==> src/rtl/pipe_pkg.sv <==
// Shared types and constants for the 3-stage RV32I pipeline controller.
// Latency: n/a (types and constants only).
// Backpressure: n/a.
package pipe_pkg;

    // RV32I major opcodes accepted by the decoder
    localparam logic [6:0] OP_REG    = 7'b0110011;
    localparam logic [6:0] OP_IMM    = 7'b0010011;
    localparam logic [6:0] OP_LOAD   = 7'b0000011;
    localparam logic [6:0] OP_STORE  = 7'b0100011;
    localparam logic [6:0] OP_BRANCH = 7'b1100011;
    localparam logic [6:0] OP_JAL    = 7'b1101111;
    localparam logic [6:0] OP_JALR   = 7'b1100111;
    localparam logic [6:0] OP_LUI    = 7'b0110111;
    localparam logic [6:0] OP_AUIPC  = 7'b0010111;
    localparam logic [6:0] OP_SYSTEM = 7'b1110011;

    // MRET encoding within SYSTEM/funct3=0
    localparam logic [6:0] F7_MRET  = 7'b0011000;
    localparam logic [4:0] RS2_MRET = 5'd2;

    typedef enum logic [1:0] {
        PC_SEQ  = 2'd0,
        PC_BR   = 2'd1,
        PC_TRAP = 2'd2,
        PC_EPC  = 2'd3
    } pc_sel_e;

    typedef enum logic [1:0] {
        CAUSE_NONE    = 2'd0,
        CAUSE_ILLEGAL = 2'd1,
        CAUSE_ECALL   = 2'd2,
        CAUSE_IRQ     = 2'd3
    } cause_e;

    typedef enum logic {
        RUN      = 1'b0,
        MEM_WAIT = 1'b1
    } state_e;

endpackage

==> src/rtl/pipe_ctrl_sys_dec.sv <==
// Classifies the DE instruction as illegal / ECALL / MRET.
// Latency: purely combinational.
// Backpressure: none.
// Ports: opcode, funct3, funct7, rs2 in; illegal, ecall, mret out (one-hot or all 0).
module sys_dec
    import pipe_pkg::*;
(
    input  logic [6:0] opcode,
    input  logic [2:0] funct3,
    input  logic [6:0] funct7,
    input  logic [4:0] rs2,
    output logic       illegal,
    output logic       ecall,
    output logic       mret
);

    always_comb begin
        illegal = 1'b0;
        ecall   = 1'b0;
        mret    = 1'b0;
        case (opcode)
            OP_REG, OP_IMM, OP_LOAD, OP_STORE, OP_BRANCH,
            OP_JAL, OP_JALR, OP_LUI, OP_AUIPC: begin
                illegal = 1'b0;
            end
            OP_SYSTEM: begin
                // funct3 != 0 is a CSR access: legal, no control action
                if (funct3 == 3'b000) begin
                    if (funct7 == 7'd0 && rs2 == 5'd0) begin
                        ecall = 1'b1;
                    end else if (funct7 == F7_MRET && rs2 == RS2_MRET) begin
                        mret = 1'b1;
                    end else begin
                        illegal = 1'b1;
                    end
                end
            end
            default: illegal = 1'b1;
        endcase
    end

endmodule

==> src/rtl/pipe_ctrl.sv <==
// Pipeline controller: stall/flush/kill, PC select, forwarding, trap/MRET, EPC/cause state.
// Latency: control outputs combinational; epc/mcause/mie/stall_cnt update on the next edge.
// Backpressure: dmem_req_mw without dmem_ack stalls the whole pipe until the ack cycle.
// Ports: DE fields (valid_de, opcode/funct3/funct7, rs1/rs2, pc_de, br_taken_de), MW status
//        (rd_mw, wr_en_mw, dmem_req_mw, dmem_ack), irq in; stall, flush_de, kill_de, pc_sel,
//        fwd_a/fwd_b, epc, mcause, mie, stall_cnt out.
module pipe_ctrl
    import pipe_pkg::*;
#(
    parameter logic [31:0] TRAP_VEC = 32'h0000_0100,
    parameter int          CNT_W    = 16
) (
    input  logic             clk,
    input  logic             rst_n,
    input  logic             valid_de,
    input  logic [6:0]       opcode_de,
    input  logic [2:0]       funct3_de,
    input  logic [6:0]       funct7_de,
    input  logic [4:0]       rs1_de,
    input  logic [4:0]       rs2_de,
    input  logic [31:0]      pc_de,
    input  logic             br_taken_de,
    input  logic [4:0]       rd_mw,
    input  logic             wr_en_mw,
    input  logic             dmem_req_mw,
    input  logic             dmem_ack,
    input  logic             irq,
    output logic             stall,
    output logic             flush_de,
    output logic             kill_de,
    output logic [1:0]       pc_sel,
    output logic             fwd_a,
    output logic             fwd_b,
    output logic [31:0]      epc,
    output logic [1:0]       mcause,
    output logic             mie,
    output logic [CNT_W-1:0] stall_cnt
);

    // The trap address itself is applied by the fetch mux; this block only selects it.
    logic unused_trap_vec;
    assign unused_trap_vec = ^TRAP_VEC;

    state_e  state_q, state_d;
    logic    dec_illegal, dec_ecall, dec_mret;
    logic    take_trap, take_mret;
    cause_e  cause;
    pc_sel_e pc_src;

    sys_dec u_sys_dec (
        .opcode  (opcode_de),
        .funct3  (funct3_de),
        .funct7  (funct7_de),
        .rs2     (rs2_de),
        .illegal (dec_illegal),
        .ecall   (dec_ecall),
        .mret    (dec_mret)
    );

    // State register
    always_ff @(posedge clk or negedge rst_n) begin
        if (!rst_n) state_q <= RUN;
        else        state_q <= state_d;
    end

    // Next state
    always_comb begin
        state_d = state_q;
        case (state_q)
            RUN:      if (dmem_req_mw && !dmem_ack) state_d = MEM_WAIT;
            MEM_WAIT: if (dmem_ack)                 state_d = RUN;
            default:  state_d = RUN;
        endcase
    end

    // Outputs: stall takes effect in the same cycle the memory miss is seen.
    // DE events are only evaluated when the pipe is moving.
    always_comb begin
        stall     = (state_q == MEM_WAIT) ? !dmem_ack : (dmem_req_mw && !dmem_ack);
        take_trap = 1'b0;
        take_mret = 1'b0;
        cause     = CAUSE_NONE;
        pc_src    = PC_SEQ;
        flush_de  = 1'b0;
        kill_de   = 1'b0;
        if (!stall && valid_de) begin
            if (dec_illegal)      cause = CAUSE_ILLEGAL;
            else if (dec_ecall)   cause = CAUSE_ECALL;
            else if (irq && mie)  cause = CAUSE_IRQ;
            take_trap = (cause != CAUSE_NONE);
            if (take_trap) begin
                pc_src   = PC_TRAP;
                flush_de = 1'b1;
                kill_de  = 1'b1;   // trapping instruction must not retire
            end else if (dec_mret) begin
                take_mret = 1'b1;
                pc_src    = PC_EPC;
                flush_de  = 1'b1;
            end else if (br_taken_de) begin
                pc_src   = PC_BR;
                flush_de = 1'b1;
            end
        end
    end

    assign pc_sel = pc_src;

    // Forwarding ignores stall: the DE operands must be correct whenever they are sampled.
    assign fwd_a = wr_en_mw && (rd_mw != 5'd0) && (rd_mw == rs1_de);
    assign fwd_b = wr_en_mw && (rd_mw != 5'd0) && (rd_mw == rs2_de);

    always_ff @(posedge clk or negedge rst_n) begin
        if (!rst_n) begin
            epc       <= 32'd0;
            mcause    <= 2'd0;
            mie       <= 1'b1;
            stall_cnt <= '0;
        end else if (stall) begin
            if (stall_cnt != {CNT_W{1'b1}}) stall_cnt <= stall_cnt + {{(CNT_W-1){1'b0}}, 1'b1};
        end else if (take_trap) begin
            epc    <= pc_de;     // a taken branch in DE re-executes after MRET
            mcause <= cause;
            mie    <= 1'b0;      // blocks re-entry while irq stays high
        end else if (take_mret) begin
            mie <= 1'b1;
        end
    end

endmodule

==> config.mk <==
export PLATFORM = sky130hd
export DESIGN_NAME = pipe_ctrl
export DESIGN_NICKNAME = d
export VERILOG_FILES = /design/src/rtl/pipe_pkg.sv /design/src/rtl/pipe_ctrl_sys_dec.sv /design/src/rtl/pipe_ctrl.sv
export SDC_FILE = /design/constraint.sdc
export NUM_CORES = 1
export LEC_CHECK = 0
export ABC_CLOCK_PERIOD_IN_PS = 2500
export BUFFER_PORTS_ARGS = -buffer_cell sky130_fd_sc_hd__buf_2
export CORE_ASPECT_RATIO = 2
export CORE_MARGIN = 5
export CORE_UTILIZATION = 44
export DETAILED_ROUTE_END_ITERATION = 10
export HOLD_SLACK_MARGIN = 0.1
export PLACE_DENSITY_LB_ADDON = 0.2
export SYNTH_ARGS = -nofsm -noshare
export SYNTH_HDL_FRONTEND = slang
export SYNTH_SLANG_ARGS = --single-unit
==> constraint.sdc <==
create_clock -name clk -period 2.5 [get_ports clk]
set_clock_uncertainty 0.2 [all_clocks]
set_input_delay 0.25 -clock clk [delete_from_list [all_inputs] [get_ports clk]]
set_output_delay 0.25 -clock clk [all_outputs]
set_load 0.005 [all_outputs]
==> out/summary.md <==
The flow ran to the end, and the final reports show no timing, DRC or antenna violations. The worst path in the final design needs a cycle of 2370 ps, including I/O delays and setup. Share of the clock period used by the worst path after layout: 94.9%. Once the floorplan was initialized, standard cells occupied 45.4% of the core. The number of buffers inserted by port buffering was 129.

Capturing element type of the critical path: a primary output. The number of cells produced by synthesis is 185. The largest single stage delay on the critical path is 390 ps. The path category of the worst min-delay check is input port to asynchronous set/reset pin.

The tree built by TritonCTS fans out to 52 sinks. Dividing the detail-routed wire length by the instance count gives 16.0 um. Routed wire length: 6660 um. The power density over the cells is 582 nW/um2.

The routed layout has 2127 vias. The max-cap violation count was 0; the placeable core region was 5180 um2. In this run, flip-flops and latches consume 52.6% of the power.

The top cell types in the final layout, fill and taps aside, are buf_2 (129), dfrtp_1 (51), dlygate4sd3_1 (35). The finished cells cover 3540 um2. TritonCTS built the clock tree. The root buffer cell is clkbuf_8. The synthesized design spends more area on one cell type than any other, namely dfrtp_1.

The internal power of the cells totals 0.00149 W. In the routed design, unresolved DRC markers number 0. In this run the mean area of a mapped cell was 12.7 um2. The fraction of synthesis flops using an asynchronous set or reset pin works out to 100%.

The slowest stage of the critical path belongs to the cell or3_1. In the final timing run, aggregate negative setup slack is 0 ps. The top cell type by area accounts for 54.2% of the synthesized area. For this run, the leading register cell type out of synthesis is dfrtp_1. The startpoint class of the critical path is an input port. Measured along the x axis, the die boundary spans 61.7 um.

Ranked by total cell area, the synthesized netlist is headed by dfrtp_1 (54%), mux2_2 (15%), xnor2_1 (6.0%). The leakage power of the design was 1.75 nW; the number of synthesized flops with an enable pin was 0. The switching component of the power is 0.000573 W, and the transition time at the pin with the least slew margin is 410 ps. Placer's final routability congestion estimate: 0.807.

The number of global-route vias before repair was 2245. During I/O placement, the number of pins put on the boundary was 130. Number of nets in the final layout: 431. In the global route stage, overall resource usage came out at 19.9%. Once detailed placement completed, the half-perimeter wirelength came to 4980 um. The first detailed-routing pass ran for 4 iterations. After clock tree synthesis, the clock-pin slew on the worst setup and hold paths is 80 ps.

In this run, the clock network consumes 21.8% of the power. Number of unique standard cell types used by synthesis: 35. By instance count, the cell type seen most on the critical path is buf_2. The global-route wire length before repair is 10200 um, and the warning count from the yosys run is 0. Headroom to the max-slew limit came out at 72.7%.

Of all nets on the critical path, the largest fanout is 12. The tools report the area taken by multi-input logic gates as 1010 um2. After floorplanning, the core was divided into 37 placement rows. The tools report the count of final hold-check violations as 0. 0 antenna diodes ended up in the layout. The logs give 25.7% for the relative contribution of combinational cells to total power and 0 for the residual antenna-violating net count after detailed routing. The die covers 7000 um2.

The tools report the buffer count from post-CTS setup fixing as 0. The final global-route overflow total is 0, and the y dimension of the die is 113 um. After the first detailed-routing iteration, the DRC count stood at 50.

The worst path meets setup with 127 ps of slack. The run gives 1300 um2 as the area occupied by registers. The post-synth design cell area was 2350 um2; the maximum buffer depth of the clock tree was 2. After synthesis the netlist holds a flip-flop and latch count of 52. Setup repair after global routing left no endpoint under its margin. Dividing the detail-routed via count by the number of cells gives 5.10.

Compared with the post-synthesis result, the final layout area differs by 50.2%. In this run the number of H-tree levels came out at 2. The initial antenna violation count is 0, and the pin count of the biggest net entering global routing is 34. Before CTS, the worst setup slack after placement is 59.5 ps.

In the final layout, the share of cells above drive strength 1 is 49.9%. The quantity of hold-fixing buffers added after cts is 35. The leading cell type in the layout, fill and taps excluded was buf_2. STA puts the critical path data required time at 2050 ps.

The number of failing setup endpoints in the final timing report is 0, and the share of synthesized area occupied by flip-flops and latches is 55.3%. The logs give 421 MHz for the timing-limited maximum frequency and 444 for the number of fill cells in the layout. The number of clock buffers added by TritonCTS is 5. In this run the cell area measured after placement is 3110 um2. The number of nets in the synthesized netlist is 258. The worst setup path is of the input port to primary output kind.

Gates resized during post-CTS repair numbered 0. The critical path goes through buf_2 > or3_1 > nor3_1 > a211oi_1 > o21bai_2 > a31oi_4 > buf_12 > nand2b_1 > buf_2. The total count of max-transition violations in the final report was 0. The tools report the arrival time of data at the critical path endpoint as 1920 ps.

Clock insertion delay at the later pin of the skew report: 300 ps. The peak supply drop is 0.000716 V. Net switching is 27.8% of the power.
## metal layers
| metal | GRT usage, % | part of all wire, % | up-vias |
|---|---|---|---|
| li1 | - | - | 1001 |
| met1 | 19.7 | 32 | 1006 |
| met2 | 36.1 | 55 | 102 |
| met3 | 4.98 | 8.5 | 18 |
| met4 | 9.49 | 3.6 | 0 |
| met5 | 0 | 0 | - |
## worst max-delay path: cells and delay by family
family | cells | cell delay [ps]
buffers and inverters | 3 | 390
AND/OR/NAND/NOR | 3 | 680
AO/OA/AOI/OAI | 3 | 600
## final cells by class
cell class,count,share of cell area (%)
inverter,1,0.106
multi-input combinational,128,28.6
tap,58,2.05
clock inverter,1,0.141
clock buffer,7,2.16
sequential,52,36.8
timing repair buffer,170,30.1
## power by group through the flow
stage               clock network [W]  logic (W)  registers [W]
global route                 0.000506   0.000589        0.00110
finish                       0.000448   0.000529        0.00108
detailed placement                  0   0.000492        0.00110
global placement                    0   0.000479        0.00109
floorplan                           0   0.000211        0.00110
CTS                          0.000479   0.000536        0.00108
## cells in the mapped netlist (2+ instances only)
master,instances
nand3_1,14
and3_1,5
xnor2_1,16
buf_6,3
nor3_1,4
xor2_1,9
o22a_1,2
nand4_1,2
dfrtp_1,51
nor2_1,9
mux2_1,2
mux2_2,31
nor4_1,3
a31oi_1,2
a21oi_1,2
nand2b_1,2
a211oi_1,2
nand2_1,9
## flip-flops by register name (all words and copies together), names as in the netlist
name and count:
state_q 1, mcause 2, mie 1, epc 32
stall_cnt 16
## metrics by stage
stage | std cells | hold slack [ps] | utilization (%) | power [W]
4_1_cts | 417 | 221 | 68.2 | 0.00210
3_5_place_dp | 374 | -150 | 59.9 | 0.00159
2_1_floorplan | 185 | -246 | - | 0.00131
3_3_place_gp | 374 | -152 | 59.9 | 0.00157
5_1_grt | 417 | 261 | 68.2 | 0.00220
6_report | 417 | 247 | 68.2 | 0.00206
## path summary, 6_finish.rpt
kind / endpoint / depth (start not counted) / from / slack (ps)
max reg2reg: epc[25]$_DFFE_PN0P_ / 5 / state_q$_DFF_PN0_ / 390
min in group clk: mcause[1]$_DFFE_PN0P_ / 3 / valid_de / 250
min: stall_cnt[12]$_DFFE_PN0P_ / 3 / rst_n / 250
max: flush_de / 9 / funct3_de[1] / 130
max in group asynchronous: stall_cnt[9]$_DFFE_PN0P_ / 3 / rst_n / 1350
min reg2reg: epc[31]$_DFFE_PN0P_ / 1 / epc[31]$_DFFE_PN0P_ / 300
## cell families after synthesis
group                    Yosys count  synth area share [%]
AO/OA/AOI/OAI                     13                  4.78
XOR/XNOR                          25                  9.30
adder cells (fa/ha/maj)            1                 0.531
buffers and inverters              5                  1.75
flip-flops                        52                  55.3
multiplexers                      33                  15.8
AND/OR/NAND/NOR                   56                  12.5
Note: power is estimated with default switching activity, not from simulation.
